[src/rtl/iir_biquad_cascade_axis.sv]
// Cascade of NUM_SECTIONS DF1 biquads on one time-multiplexed MAC, AXI-Stream in/out.
// Define IIR_SAT_EN for saturating section outputs plus a sticky ovf port; otherwise outputs wrap.
module iir_biquad_cascade_axis #(
   parameter int DATA_W       = 16,
   parameter int COEF_W       = 16,
   parameter int FRAC_BITS    = 14,
   parameter int NUM_SECTIONS = 2,
   parameter int ACC_W        = DATA_W + COEF_W + 4
) (
   input  logic                                clk,
   input  logic                                rst,
   input  logic [DATA_W-1:0]                   s_axis_tdata,
   input  logic                                s_axis_tvalid,
   output logic                                s_axis_tready,
   output logic [DATA_W-1:0]                   m_axis_tdata,
   output logic                                m_axis_tvalid,
   input  logic                                m_axis_tready,
   input  logic                                coef_we,
   input  logic [$clog2(5*NUM_SECTIONS)-1:0]   coef_addr,
   input  logic [COEF_W-1:0]                   coef_wdata,
`ifdef IIR_SAT_EN
   output logic                                ovf,
`endif
   output logic                                coef_err
);
   localparam int NCOEF = 5 * NUM_SECTIONS;
   localparam int CW    = $clog2(NCOEF);
   localparam int KW    = (NUM_SECTIONS > 1) ? $clog2(NUM_SECTIONS) : 1;
   localparam int PW    = DATA_W + COEF_W;
   localparam logic signed [ACC_W-1:0] RND = ACC_W'(1) << (FRAC_BITS - 1);

   typedef enum logic [1:0] {IDLE, MAC, OUT} state_t;

   state_t                      state_q;
   logic signed [DATA_W-1:0]    x1_q [NUM_SECTIONS];
   logic signed [DATA_W-1:0]    x2_q [NUM_SECTIONS];
   logic signed [DATA_W-1:0]    y1_q [NUM_SECTIONS];
   logic signed [DATA_W-1:0]    y2_q [NUM_SECTIONS];
   logic signed [COEF_W-1:0]    coef_q [NCOEF];
   logic signed [DATA_W-1:0]    xin_q;
   logic signed [ACC_W-1:0]     acc_q;
   logic [2:0]                  p_q;
   logic [KW-1:0]               k_q;
   logic [CW-1:0]               idx_q;
   logic [DATA_W-1:0]           m_data_q;
   logic                        m_valid_q, s_ready_q, coef_err_q;

   logic signed [DATA_W-1:0]    operand_d;
   logic signed [PW-1:0]        prod_d;
   logic signed [ACC_W-1:0]     sum_d, rnd_d;
   logic signed [DATA_W-1:0]    y_d;
   logic                        addr_ok_d;
`ifdef IIR_SAT_EN
   localparam logic signed [ACC_W-1:0] YMAX = {{(ACC_W-DATA_W+1){1'b0}}, {(DATA_W-1){1'b1}}};
   localparam logic signed [ACC_W-1:0] YMIN = {{(ACC_W-DATA_W+1){1'b1}}, {(DATA_W-1){1'b0}}};
   logic signed [ACC_W-1:0]     shifted_d;
   logic                        sat_d, ovf_q;
   assign ovf = ovf_q;
`endif

   assign s_axis_tready = s_ready_q;
   assign m_axis_tvalid = m_valid_q;
   assign m_axis_tdata  = m_data_q;
   assign coef_err      = coef_err_q;
   assign addr_ok_d     = coef_addr < CW'(NCOEF);

   // Phases 0..4 pair b0,b1,b2,a1,a2 with x,x1,x2,y1,y2; feedback terms are subtracted.
   always_comb begin
      operand_d = xin_q;
      case (p_q)
         3'd1:    operand_d = x1_q[k_q];
         3'd2:    operand_d = x2_q[k_q];
         3'd3:    operand_d = y1_q[k_q];
         3'd4:    operand_d = y2_q[k_q];
         default: operand_d = xin_q;
      endcase
      prod_d = PW'(coef_q[idx_q]) * PW'(operand_d);
      sum_d  = (p_q >= 3'd3) ? acc_q - ACC_W'(prod_d) : acc_q + ACC_W'(prod_d);
      rnd_d  = sum_d + RND;
`ifdef IIR_SAT_EN
      shifted_d = rnd_d >>> FRAC_BITS;
      sat_d     = 1'b0;
      y_d       = shifted_d[DATA_W-1:0];
      if (shifted_d > YMAX) begin
         y_d   = YMAX[DATA_W-1:0];
         sat_d = 1'b1;
      end else if (shifted_d < YMIN) begin
         y_d   = YMIN[DATA_W-1:0];
         sat_d = 1'b1;
      end
`else
      y_d = DATA_W'(rnd_d >>> FRAC_BITS);
`endif
   end

   always_ff @(posedge clk) begin
      if (rst) begin
         state_q    <= IDLE;
         xin_q      <= '0;
         acc_q      <= '0;
         p_q        <= '0;
         k_q        <= '0;
         idx_q      <= '0;
         m_data_q   <= '0;
         m_valid_q  <= 1'b0;
         s_ready_q  <= 1'b1;
         coef_err_q <= 1'b0;
`ifdef IIR_SAT_EN
         ovf_q      <= 1'b0;
`endif
         for (int unsigned i = 0; i < NUM_SECTIONS; i++) begin
            x1_q[i] <= '0;
            x2_q[i] <= '0;
            y1_q[i] <= '0;
            y2_q[i] <= '0;
         end
         for (int unsigned i = 0; i < NCOEF; i++)
            coef_q[i] <= (i % 5 == 0) ? COEF_W'(1) << FRAC_BITS : '0;
      end else begin
         coef_err_q <= coef_we && (state_q != IDLE || !addr_ok_d);
         if (coef_we && state_q == IDLE && addr_ok_d)
            coef_q[coef_addr] <= coef_wdata;
         case (state_q)
            IDLE: if (s_axis_tvalid) begin
               xin_q     <= s_axis_tdata;
               acc_q     <= '0;
               p_q       <= '0;
               k_q       <= '0;
               idx_q     <= '0;
               s_ready_q <= 1'b0;
               state_q   <= MAC;
            end
            MAC: begin
               idx_q <= idx_q + CW'(1);
               if (p_q == 3'd4) begin
                  x2_q[k_q] <= x1_q[k_q];
                  x1_q[k_q] <= xin_q;
                  y2_q[k_q] <= y1_q[k_q];
                  y1_q[k_q] <= y_d;
                  xin_q     <= y_d;
                  acc_q     <= '0;
                  p_q       <= '0;
`ifdef IIR_SAT_EN
                  ovf_q     <= ovf_q | sat_d;
`endif
                  if (k_q == KW'(NUM_SECTIONS - 1)) begin
                     m_data_q  <= y_d;
                     m_valid_q <= 1'b1;
                     state_q   <= OUT;
                  end else begin
                     k_q <= k_q + KW'(1);
                  end
               end else begin
                  acc_q <= sum_d;
                  p_q   <= p_q + 3'd1;
               end
            end
            OUT: if (m_axis_tready) begin
               m_valid_q <= 1'b0;
               s_ready_q <= 1'b1;
               state_q   <= IDLE;
            end
            default: state_q <= IDLE;
         endcase
      end
   end
endmodule

[config.mk]
export PLATFORM = sky130hd
export DESIGN_NAME = iir_biquad_cascade_axis
export DESIGN_NICKNAME = d
export VERILOG_FILES = /design/src/rtl/iir_biquad_cascade_axis.sv
export SDC_FILE = /design/constraint.sdc
export NUM_CORES = 1
export LEC_CHECK = 0
export BUFFER_PORTS_ARGS = -buffer_cell sky130_fd_sc_hd__buf_2
export CAP_MARGIN = 0
export CORE_ASPECT_RATIO = 0.5
export CORE_UTILIZATION = 54
export CTS_BUF_LIST = sky130_fd_sc_hd__clkbuf_8
export CTS_CLUSTER_DIAMETER = 60
export DETAILED_ROUTE_END_ITERATION = 8
export PLACE_DENSITY_LB_ADDON = 0.2
export REMOVE_ABC_BUFFERS = 1
export SYNTH_ARGS = -nofsm -noshare
export SYNTH_HDL_FRONTEND = slang
export SYNTH_SLANG_ARGS = --single-unit
[constraint.sdc]
create_clock -name clk -period 26 [get_ports clk]
set_clock_uncertainty 0.15 [all_clocks]
set_input_delay 2.6 -clock clk [delete_from_list [all_inputs] [get_ports clk]]
set_output_delay 2.6 -clock clk [all_outputs]
set_load 0.03 [all_outputs]
==> summary.md, run 1 <==
| Metric | Value |
|---|---|
| Root buffer cell | `sky130_fd_sc_hd__clkbuf_8` |
| Critical Path Sink Type | `flop` |
| Initial core utilization | `0.5470` |
| Startpoint kind of the worst setup timing path | `flop` |
| Number of buffers and inverters on the critical path | `5` |
| Overall die height | `172.6 um` |
| Post-synthesis xor/xnor area fraction | `0.03028` |
| Library cell occupying the most area in the post-synthesis netlist | `sky130_fd_sc_hd__edfxtp_1` |
| Number of antenna violations at the first check in global routing | `1` |
| Main combinational cell family by area after synthesis | `adder cells` |
| Synth Area in Adders | `0.2051` |
| TritonCTS buffer count | `70` |
| Main area contributors after synthesis | `sky130_fd_sc_hd__edfxtp_1, sky130_fd_sc_hd__fa_1, sky130_fd_sc_hd__nor2_1, sky130_fd_sc_hd__dfxtp_1, sky130_fd_sc_hd__ha_1` |
| Clk sinks | `464` |
| Fraction of final layout cells sized beyond drive strength 1 | `0.1051` |
| Clock network latency to the later pin of the worst-skew pair | `0.68 ns` |
| Total half-perimeter wirelength after legalization and detailed placement | `53,730 um` |
| Overall die area | `59,250 sq um` |
| CP max stage cell | `sky130_fd_sc_hd__dfxtp_4` |
| Detailed router's first-iteration violation count | `2,100` |
| Final worst setup slack | `13.78 ns` |
| Delay of the slowest cell on the worst path | `0.80 ns` |
| Floorplan row count | `62` |
| Number of unique standard cell types used by synthesis | `88` |
| Multiplexer share of the synthesized area | `0.07529` |
| Total global-route track usage | `0.2644` |
| Layout overhead on the synthesized area | `8.942%` |
| Worst slew margin relative to its limit | `0.1924` |
| Count of input and output buffers | `59` |
| Met3 wire length | `5999 um` |
| Type of the worst setup path | `flop to flop` |
| Post-route minimum period | `about 12 ns` |
| Post-route setup TNS | `0 ns` |
| Filler instances | `4,727` |
| Die boundary width | `approximately 340 um` |
| Routed Antenna Nets | `0` |
| Number of placed I/O pins | `60` |
| Number of hold-slack violations in the final timing report | `0` |
| Part of the Yosys area used for sequential elements | `0.4177` |
| Unrepaired setup endpoints after global routing | `no` |
| Routed length per instance | `20.05 um` |
| Max Cap Violations | `0` |
| Number of antenna cells inserted | `0` |
| Clock-pin slew of the registers on the worst-case setup and hold paths | `0.06 ns` |
| Largest net degree at the start of global routing | `65` |
| Fin. max-slew vios | `0` |
| Worst Setup Slack post-DPL | `13.77 ns` |
| Tcrit/Tclk final | `0.4700` |
| Detailed Routing Iterations Pass 1 | `8` |
| Vias per Instance | `5.702` |
| Number of H-tree levels | `3` |
| Slew at the pin with the worst max-slew slack | `1.211 ns` |
| Worst-case clock buffer depth | `3` |
| Data arrival time of the critical path | `12.45 ns` |
| Final design utilization | `0.5959` |
| Proportion of synthesized flip-flops having asynchronous set or reset | `0` |
| Compound-Gate Fraction of Synth Area | `0.08532` |
| Aggregate global routing overflow | `0` |
| Net count of the finished layout | `3,411` |
| Placer congestion estimate | `a little under 0.9` |
| Area of all placed cells without fillers | `34,250 sq um` |
| # hold bufs at CTS | `0` |
| Vias after detailed routing | `21,800` |
| Final setup violation count | `0` |
| Primary FF master, synth | `sky130_fd_sc_hd__edfxtp_1` |
| Cell occurring most often along the worst timing path | `sky130_fd_sc_hd__fa_1` |
| Post-CTS Repair Setup Buffers | `0` |
| Number of warning messages in the yosys log | `0` |
| Vias in the first global route | `22,040` |
| Number of remaining DRC errors | `0` |
| Data required, critical path | `26.23 ns` |
| Cell area after placement | `32,900 sq um` |
| Final Routed Wirelength | `roughly 77,000 um` |
| Cells after synthesis | `2,867` |
| Flops & latches, synth | `464` |
| Largest delay contributor family on the critical path | `adder cells` |
| Core footprint | `57,480 sq um` |
| Fraction of post-synthesis cell area in the top cell type by area | `0.3668` |
| Type of the most critical hold path | `flop to flop` |
| Wire length of the first global-routing pass | `121,200 um` |
| Number of resized instances in the post-cts repair step | `0` |
| Count of flip-flops with a built-in enable after synthesis | `384` |
| Highest signal layer in the routed design | `met4` |
| Achievable clock frequency | `81.84 MHz` |
| Mean cell area of the mapped netlist | `10.97 sq um` |
| Run status | `complete, no violations` |
| Worst Path Max Fanout | `34` |
| Met2 wire length | `35,440 um` |
| Met1 layer wirelength in the final routing | `33,720 um` |
| Simple-Gate Fraction of Synth Area | `0.1291` |
| Total standard cell area after synthesis | `31,440 sq um` |
| CTS tree | `yes` |
synthesized netlist by cell type (all sizes together), types with 17 or more instances:
master	n
a21o	34
a21oi	109
a221oi	17
a22oi	41
and2	46
buf	23
clkbuf	106
dfxtp	80
edfxtp	384
fa	249
ha	117
inv	343
mux2	18
mux2i	64
mux4	67
nand2	172
nand2b	49
nand3	25
nor2	489
nor2b	28
nor3	21
o21a	25
o21ai	70
xnor2	67
xor2	40
worst paths after layout:
path	start	end	cells after the start	slack [ns]
worst min-delay path	m_axis_tdata[12]	m_axis_tdata[12]	2	0.29
worst min register to register	m_axis_tdata[12]	m_axis_tdata[12]	2	0.29
worst max register to register	flop	y1_q[0][14]	38	13.78
worst max-delay path	flop	y1_q[0][14]	38	13.78
logic make-up (layout without fill, tap and decap cells):
logic type	Yosys count	count (layout)
fa+ha+maj	366	366
xor+xnor	107	107
simple gates	907	907
flops	464	464
compound gates	400	400
mux	149	149
other cells	1	96
buf+inv	473	566
area by class of cell:
| type | count | area [sq um] | area share |
|---|---|---|---|
| Inverter | 344 | 1291 | 0.03770 |
| Tap cell | 768 | 960.9 | 0.02805 |
| Multi-Input combinational cell | 2025 | 16910 | 0.4936 |
| Timing Repair Buffer | 99 | 595.6 | 0.01739 |
| Sequential cell | 464 | 13140 | 0.3836 |
| Clock inverter | 52 | 379.1 | 0.01107 |
| Clock buffer | 71 | 977.2 | 0.02853 |
placed cells by master, fill, tap and decap left out, types with 7 or more instances in the layout:
cell type                    n
sky130_fd_sc_hd__a211o_1    10
sky130_fd_sc_hd__a211oi_1   12
sky130_fd_sc_hd__a21o_1     34
sky130_fd_sc_hd__a21oi_1   107
sky130_fd_sc_hd__a221oi_1   17
sky130_fd_sc_hd__a22oi_1    41
sky130_fd_sc_hd__a31oi_1     9
sky130_fd_sc_hd__and2_1     46
sky130_fd_sc_hd__and3_1     13
sky130_fd_sc_hd__buf_2      59
sky130_fd_sc_hd__buf_4      40
sky130_fd_sc_hd__clkbuf_8   71
sky130_fd_sc_hd__clkinv_1    9
sky130_fd_sc_hd__clkinv_2    7
sky130_fd_sc_hd__conb_1     96
sky130_fd_sc_hd__dfxtp_1    76
sky130_fd_sc_hd__edfxtp_1  384
sky130_fd_sc_hd__fa_1      249
sky130_fd_sc_hd__ha_1      117
sky130_fd_sc_hd__inv_1     366
sky130_fd_sc_hd__mux2_2     18
sky130_fd_sc_hd__mux2i_1    63
sky130_fd_sc_hd__mux4_2     64
sky130_fd_sc_hd__nand2_1   171
sky130_fd_sc_hd__nand2b_1   49
sky130_fd_sc_hd__nand3_1    23
sky130_fd_sc_hd__nand4_1    14
sky130_fd_sc_hd__nor2_1    487
sky130_fd_sc_hd__nor2b_1    27
sky130_fd_sc_hd__nor3_1     18
sky130_fd_sc_hd__o21a_1     25
sky130_fd_sc_hd__o21ai_0    41
sky130_fd_sc_hd__o21ai_1    27
sky130_fd_sc_hd__o221ai_1    8
sky130_fd_sc_hd__o22ai_1    10
sky130_fd_sc_hd__or2_2      14
sky130_fd_sc_hd__or3_1      10
sky130_fd_sc_hd__xnor2_1    66
sky130_fd_sc_hd__xor2_1     39
registers in the layout, summed over array words and instances, names as in the netlist, named ones only:
register,cells
coef_err,1
idx_q,4
y1_q,32
k_q,1
m_axis_tdata,16
x1_q,32
coef_q,256
m_axis_tvalid,1
state_q,2
p_q,3
xin_q,16
acc_q,30
s_axis_tready,1
y2_q,32
x2_q,32
worst reg2reg max path, delay by kind of cell (launching register included):
family | cells | cell delay (ns)
compound gates | 8 | 2.53
xor+xnor | 4 | 1.02
fa+ha+maj | 8 | 3.82
buf+inv | 5 | 0.86
flops | 1 | 0.80
mux | 2 | 0.89
simple gates | 11 | 1.85
layer usage:
layer  global-route usage  vias up
met4              0.06296        0
met1               0.3762    10890
met3              0.05288      130
li1                     -     9943
met2               0.4198      831
met5                    0        -
through the flow:
step,instances,hold slack [ns]
6_report,3823,0.2944
5_1_grt,3823,0.3126
4_1_cts,3823,0.2972
3_5_place_dp,3700,0.2839
3_3_place_gp,3700,0.2775
2_1_floorplan,2833,0.2758
Power of run 1 is left out: the tool's default activity adds up to more than one toggle a clock period on the data nets, which glitch-free logic cannot reach.
==> inputs of run 2 (changes only) <==
clock period = 10.62 ns   (was 26 ns; I/O delays follow)
==> run 2 against run 1 <==
Final area up 6.8%. Global-route usage up 0.91 points. Register-to-register slack worse by 13 ns. Non-clock buffer count up 219. First-iteration DRC count decreased by 4.5%. Critical path depth is 4 higher. Maximum frequency is 19% higher. Sequential cell count unchanged. Sequential share of layout area fell by 2.4 points. Final cell count rose by 5.9%. Die area unchanged. Largest cell class unchanged.
==> summary.md, run 2 (synthesized netlist as in run 1, its figures left out) <==
| Metric | Value |
|---|---|
| Largest net degree at the start of global routing | `65 (unchanged)` |
| Number of antenna cells inserted | `0 (unchanged)` |
| Clock-pin slew of the registers on the worst-case setup and hold paths | `0.07 ns (about the same)` |
| Number of antenna violations at the first check in global routing | `2 (+1)` |
| CTS tree | `yes` |
| Critical Path Sink Type | `flop` |
| Worst-case clock buffer depth | `3 (unchanged)` |
| Net count of the finished layout | `3,631 (+6.4%)` |
| Placer congestion estimate | `0.9289 (+4.8%)` |
| Overall die area | `59,250 sq um (unchanged)` |
| Delay of the slowest cell on the worst path | `0.55 ns (-0.25 ns)` |
| Data required, critical path | `10.83 ns (-15.40 ns)` |
| Number of buffers and inverters on the critical path | `8 (+3)` |
| Worst slew margin relative to its limit | `0.1875 (-0.004854)` |
| Tcrit/Tclk final | `0.9668 (+0.4969)` |
| Total global-route track usage | `0.2735 (+0.009135)` |
| Detailed router's first-iteration violation count | `2,005 (-4.5%)` |
| Root buffer cell | `sky130_fd_sc_hd__clkbuf_8` |
| Fraction of final layout cells sized beyond drive strength 1 | `0.1875 (+0.08243)` |
| Total half-perimeter wirelength after legalization and detailed placement | `57,200 um (+6.5%)` |
| Achievable clock frequency | `97.39 MHz (+19%)` |
| Final setup violation count | `0 (unchanged)` |
| Overall die height | `172.6 um (unchanged)` |
| Core footprint | `57,480 sq um (unchanged)` |
| Largest delay contributor family on the critical path | `adder cells` |
| Most frequent cells in the layout | `sky130_fd_sc_hd__nor2_1, sky130_fd_sc_hd__edfxtp_1, sky130_fd_sc_hd__inv_1` |
| Final Routed Wirelength | `79,770 um (+4.0%)` |
| Hold path depth | `2 (unchanged)` |
| Fin. max-slew vios | `0 (unchanged)` |
| Post-route minimum period | `10.27 ns (-1.952 ns)` |
| Global-route track usage on met1 | `0.3882 (+0.01197)` |
| Cell occurring most often along the worst timing path | `sky130_fd_sc_hd__fa_1` |
| Routed Antenna Nets | `0 (unchanged)` |
| Met3 track demand over resource | `0.05068 (-0.002199)` |
| Wire length of the first global-routing pass | `125,400 um (+3.5%)` |
| Vias after detailed routing | `22,570 (+3.5%)` |
| Reg-to-reg startpoint | `p_q[0]` |
| TritonCTS buffer count | `71 (+1.4%)` |
| Initial core utilization | `0.5470 (unchanged)` |
| Vias in the first global route | `23,070 (+4.6%)` |
| Type of the most critical hold path | `flop to flop` |
| Number of hold-slack violations in the final timing report | `0 (unchanged)` |
| Met2 track demand over resource | `0.4330 (+0.01319)` |
| Endpoint of the worst hold path | `m_axis_tdata[12]` |
| Vias per Instance | `5.576 (-2.2%)` |
| Number of remaining DRC errors | `0 (unchanged)` |
| Number of H-tree levels | `3 (unchanged)` |
| Startpoint kind of the worst setup timing path | `flop` |
| Layout overhead on the synthesized area | `16.38%` |
| Run status | `complete, no violations` |
| Slew at the pin with the worst max-slew slack | `1.217 ns (+0.005970 ns)` |
| Hold Startpoint | `m_axis_tdata[12]` |
| Number of placed I/O pins | `60 (unchanged)` |
| Count of input and output buffers | `59 (unchanged)` |
| Worst hold slack | `0.2932 ns (-0.001214 ns)` |
| CP max stage cell | `sky130_fd_sc_hd__fa_1` |
| Largest register FFs | `256 (unchanged)` |
| Worst reg2reg setup slack | `0.35 ns (-13.43 ns)` |
| Worst-case reg-to-reg path depth | `42 (+11%)` |
| Max Cap Violations | `0 (unchanged)` |
| Worst flop-to-flop path endpoint | `y1_q[0][15]` |
| Aggregate global routing overflow | `0 (unchanged)` |
| Clk sinks | `464 (unchanged)` |
| Data arrival time of the critical path | `10.48 ns (-1.97 ns)` |
| Peak-usage layer in the global routing report | `met2` |
| Routed length per instance | `19.71 um (-1.7%)` |
| Clock network latency to the later pin of the worst-skew pair | `0.65 ns (-0.03 ns)` |
| Most flop-heavy register | `coef_q` |
| Worst Path Max Fanout | `9 (-74%)` |
| Type of the worst setup path | `flop to flop` |
| Die boundary width | `343.2 um (unchanged)` |
| Detailed Routing Iterations Pass 1 | `6 (-2)` |
| Most common cell after layout, fill and taps aside | `sky130_fd_sc_hd__nor2_1` |
| Floorplan row count | `62 (unchanged)` |
run 2: final cells by class:
class / count / area (sq um)
multi-input cells: 2025 / 17280
clock inverters: 49 / 342.8
flip-flops and latches: 464 / 13150
inverters: 344 / 1294
repair buffers: 318 / 2471
clock buffers: 80 / 1101
fillers: 4551 / 20890
well taps: 768 / 960.9
run 2: metrics by stage:
stage          setup slack, ns  setup TNS [ns]  std cells  utilization  instance area [sq um]
2_1_floorplan           -2.023         -101.75       2833            -                  31300
3_3_place_gp            0.1164               0       3890       0.6000                  34490
3_5_place_dp           -0.1423          -1.056       3890       0.6000                  34490
4_1_cts              -0.004706       -0.005334       4019       0.6254                  35950
5_1_grt               -0.06822         -0.2578       4048       0.6366                  36590
6_report                0.3523               0       4048       0.6366                  36590
run 2: routing by layer:
layer / routed length, um / vias to the layer above
met4: 1828 / 2
met3: 6001 / 138
met5: 13 / -
met2: 36900 / 864
li1: - / 10390
met1: 35030 / 11180
run 2: repair_timing:
| action | in CTS | in global routing |
|---|---|---|
| hold endpoints to repair | 0 | 0 |
| gates cloned | 0 | 1 |
| pin swaps | 0 | 27 |
| endpoints found under the setup margin | 13 | 52 |
| setup buffers | 0 | 28 |
| hold buffers | 0 | 0 |
| gates resized for setup | 4 | 98 |
run 2: how the worst max path moves through the flow:
stage / depth (start not counted) / from / to / slack, ns
6_report: 42 / p_q[0] / y1_q[0][15] / 0.35
3_3_place_gp: 36 / flop / y1_q[0][14] / 0.12
4_1_cts: 42 / p_q[1] / y1_q[0][15] / -0.005
2_1_floorplan: 38 / flop / y1_q[1][15] / -2.02
5_1_grt: 43 / p_q[0] / xin_q[15] / -0.07
3_5_place_dp: 42 / p_q[1] / y1_q[0][15] / -0.14
run 2: worst reg2reg max path, delay by kind of cell (launching register included):
kind	cells	cell delay (ns)
adder cells (fa/ha/maj)	9	3.75
buffers and inverters	8	0.82
AND/OR/NAND/NOR	8	1.35
flip-flops	1	0.34
XOR/XNOR	6	1.24
AO/OA/AOI/OAI	11	2.32
Power of run 2 is left out for the same reason.
==> inputs of run 3 (changes only) <==
REMOVE_ABC_BUFFERS = not set   (was 1)
==> run 3 against run 2 <==
Sequential share of layout area rose by 0.10 points. Final cell count down 0.35%. Hold slack hardly changed. Largest cell class unchanged.
==> summary.md, run 3 (synthesized netlist as in run 1, its figures left out) <==
| Metric | Value |
|---|---|
| Run status | `complete, no violations` |
| Vias per Instance | `5.610 (+0.61%)` |
| Number of H-tree levels | `3 (unchanged)` |
| CP max stage cell | `sky130_fd_sc_hd__fa_1` |
| Fin. max-slew vios | `0 (unchanged)` |
| Vias in the first global route | `22,750 (-1.3%)` |
| Aggregate global routing overflow | `0 (unchanged)` |
| Routed Antenna Nets | `0 (unchanged)` |
| Total half-perimeter wirelength after legalization and detailed placement | `58,700 um (+2.6%)` |
| TritonCTS buffer count | `70 (-1.4%)` |
| Clock network latency to the later pin of the worst-skew pair | `0.66 ns (about the same)` |
| Delay of the slowest cell on the worst path | `0.55 ns (about the same)` |
| Overall die height | `172.6 um (unchanged)` |
| Startpoint kind of the worst setup timing path | `flop` |
| Core footprint | `57,480 sq um (unchanged)` |
| Routed length per instance | `20.09 um (+1.9%)` |
| Overall die area | `59,250 sq um (unchanged)` |
| Detailed router's first-iteration violation count | `2,109 (+5.2%)` |
| Launching element of the worst setup path | `p_q[0]` |
| Number of antenna cells inserted | `0 (unchanged)` |
| CTS tree | `yes` |
| Detailed Routing Iterations Pass 1 | `5 (-1)` |
| Most flop-heavy register | `coef_q` |
| Max Cap Violations | `0 (unchanged)` |
| Hold Startpoint | `m_axis_tdata[1]` |
| Worst-case clock buffer depth | `3 (unchanged)` |
| Total global-route track usage | `0.2770 (+0.003458)` |
| Floorplan row count | `62 (unchanged)` |
| Post-route minimum period | `10.23 ns (-0.03323 ns)` |
| Number of hold-slack violations in the final timing report | `0 (unchanged)` |
| Type of the most critical hold path | `flop to flop` |
| Achievable clock frequency | `97.71 MHz (+0.32%)` |
| Slew at the pin with the worst max-slew slack | `1.175 ns (-0.04271 ns)` |
| Worst Path Max Fanout | `6 (-3)` |
| Reg-to-reg startpoint | `p_q[0]` |
| Placer congestion estimate | `0.9095 (-2.1%)` |
| Vias after detailed routing | `22,630 (+0.26%)` |
| Number of antenna violations at the first check in global routing | `0 (-2)` |
| Type of the worst setup path | `flop to flop` |
| Most frequent cells in the layout | `sky130_fd_sc_hd__nor2_1, sky130_fd_sc_hd__edfxtp_1, sky130_fd_sc_hd__inv_1` |
| Cell occurring most often along the worst timing path | `sky130_fd_sc_hd__fa_1` |
| Worst slew margin relative to its limit | `0.2140 (+0.02645)` |
| Worst hold slack | `0.2929 ns (-0.0002530 ns)` |
| Clock-pin slew of the registers on the worst-case setup and hold paths | `0.07 ns (about the same)` |
| Final Routed Wirelength | `81,030 um (+1.6%)` |
| Number of placed I/O pins | `60 (unchanged)` |
| Root buffer cell | `sky130_fd_sc_hd__clkbuf_8` |
| Data arrival time of the critical path | `10.64 ns (+0.16 ns)` |
| Most common cell after layout, fill and taps aside | `sky130_fd_sc_hd__nor2_1` |
| Largest net degree at the start of global routing | `65 (unchanged)` |
| Layout overhead on the synthesized area | `16.04%` |
| Initial core utilization | `0.5470 (unchanged)` |
| Net count of the finished layout | `3,619 (-0.33%)` |
| Data required, critical path | `11.02 ns (+0.19 ns)` |
| Fraction of final layout cells sized beyond drive strength 1 | `0.1846 (-0.002870)` |
| Largest register FFs | `256 (unchanged)` |
| Tcrit/Tclk final | `0.9637 (-0.003129)` |
| # hold bufs at CTS | `0 (unchanged)` |
| Count of input and output buffers | `59 (unchanged)` |
| Clk sinks | `464 (unchanged)` |
| Die boundary width | `343.2 um (unchanged)` |
| Final setup violation count | `0 (unchanged)` |
| Number of remaining DRC errors | `0 (unchanged)` |
| Critical Path Sink Type | `flop` |
| Wire length of the first global-routing pass | `126,000 um (+0.42%)` |
==> run 3: worst paths after layout <==
check                                       end  slack (ns)  cells after the start
worst min register to register  m_axis_tdata[1]        0.29                      1
worst max-delay path                  xin_q[15]        0.39                     44
worst min-delay path            m_axis_tdata[1]        0.29                      1
worst max register to register        xin_q[15]        0.39                     44
==> run 3: worst max-delay path: cells and delay by family, from the launching register on <==
kind	cells	cell delay, ns
DFF	1	0.38
xor gates and xnor gates	3	0.57
buffers and inverters	9	0.96
and+or+nand+nor	13	2.42
adders and majority gates	9	3.82
AOI/OAI and AO/OA	10	1.82
==> run 3: what timing repair did <==
| item | CTS | global route |
|---|---|---|
| buffers inserted | 0 | 16 |
| pin swaps | 2 | 22 |
| endpoints found under the setup margin | 11 | 51 |
| gates resized for setup | 8 | 96 |
| cloned | 0 | 1 |
==> run 3: area by class of cell <==
type                    count  area (sq um)
clock buffers              73          1005
clock inverters            53         342.8
fillers                  4607         21000
inverters                 344          1295
multi-input cells        2025         17320
flip-flops and latches    464         13140
well taps                 768         960.9
repair buffers            307          2412
==> run 3: per-layer routing <==
| layer | GRT usage | routed length [um] | share of wire | vias to the layer above |
|---|---|---|---|---|
| met5 | 0 | 0 | 0 | - |
| met4 | 0.07037 | 1785 | 0.022 | 0 |
| met3 | 0.05827 | 6449 | 0.080 | 133 |
| met2 | 0.4380 | 37810 | 0.47 | 805 |
| met1 | 0.3920 | 34980 | 0.43 | 11340 |
| li1 | - | - | - | 10360 |
==> run 3: metrics by stage <==
stage          setup TNS [ns]    util  area, sq um  setup slack (ns)  instances
6_report                    0  0.6347        36480            0.3855       4034
5_1_grt                -1.199  0.6347        36480           -0.1330       4034
4_1_cts                     0  0.6250        35930          0.009488       4017
3_5_place_dp          -0.1820  0.6008        34530          -0.07665       3891
3_3_place_gp                0  0.6008        34530            0.1281       3891
2_1_floorplan               0       -        31830          0.004706       2962
Power of run 3 is left out for the same reason.
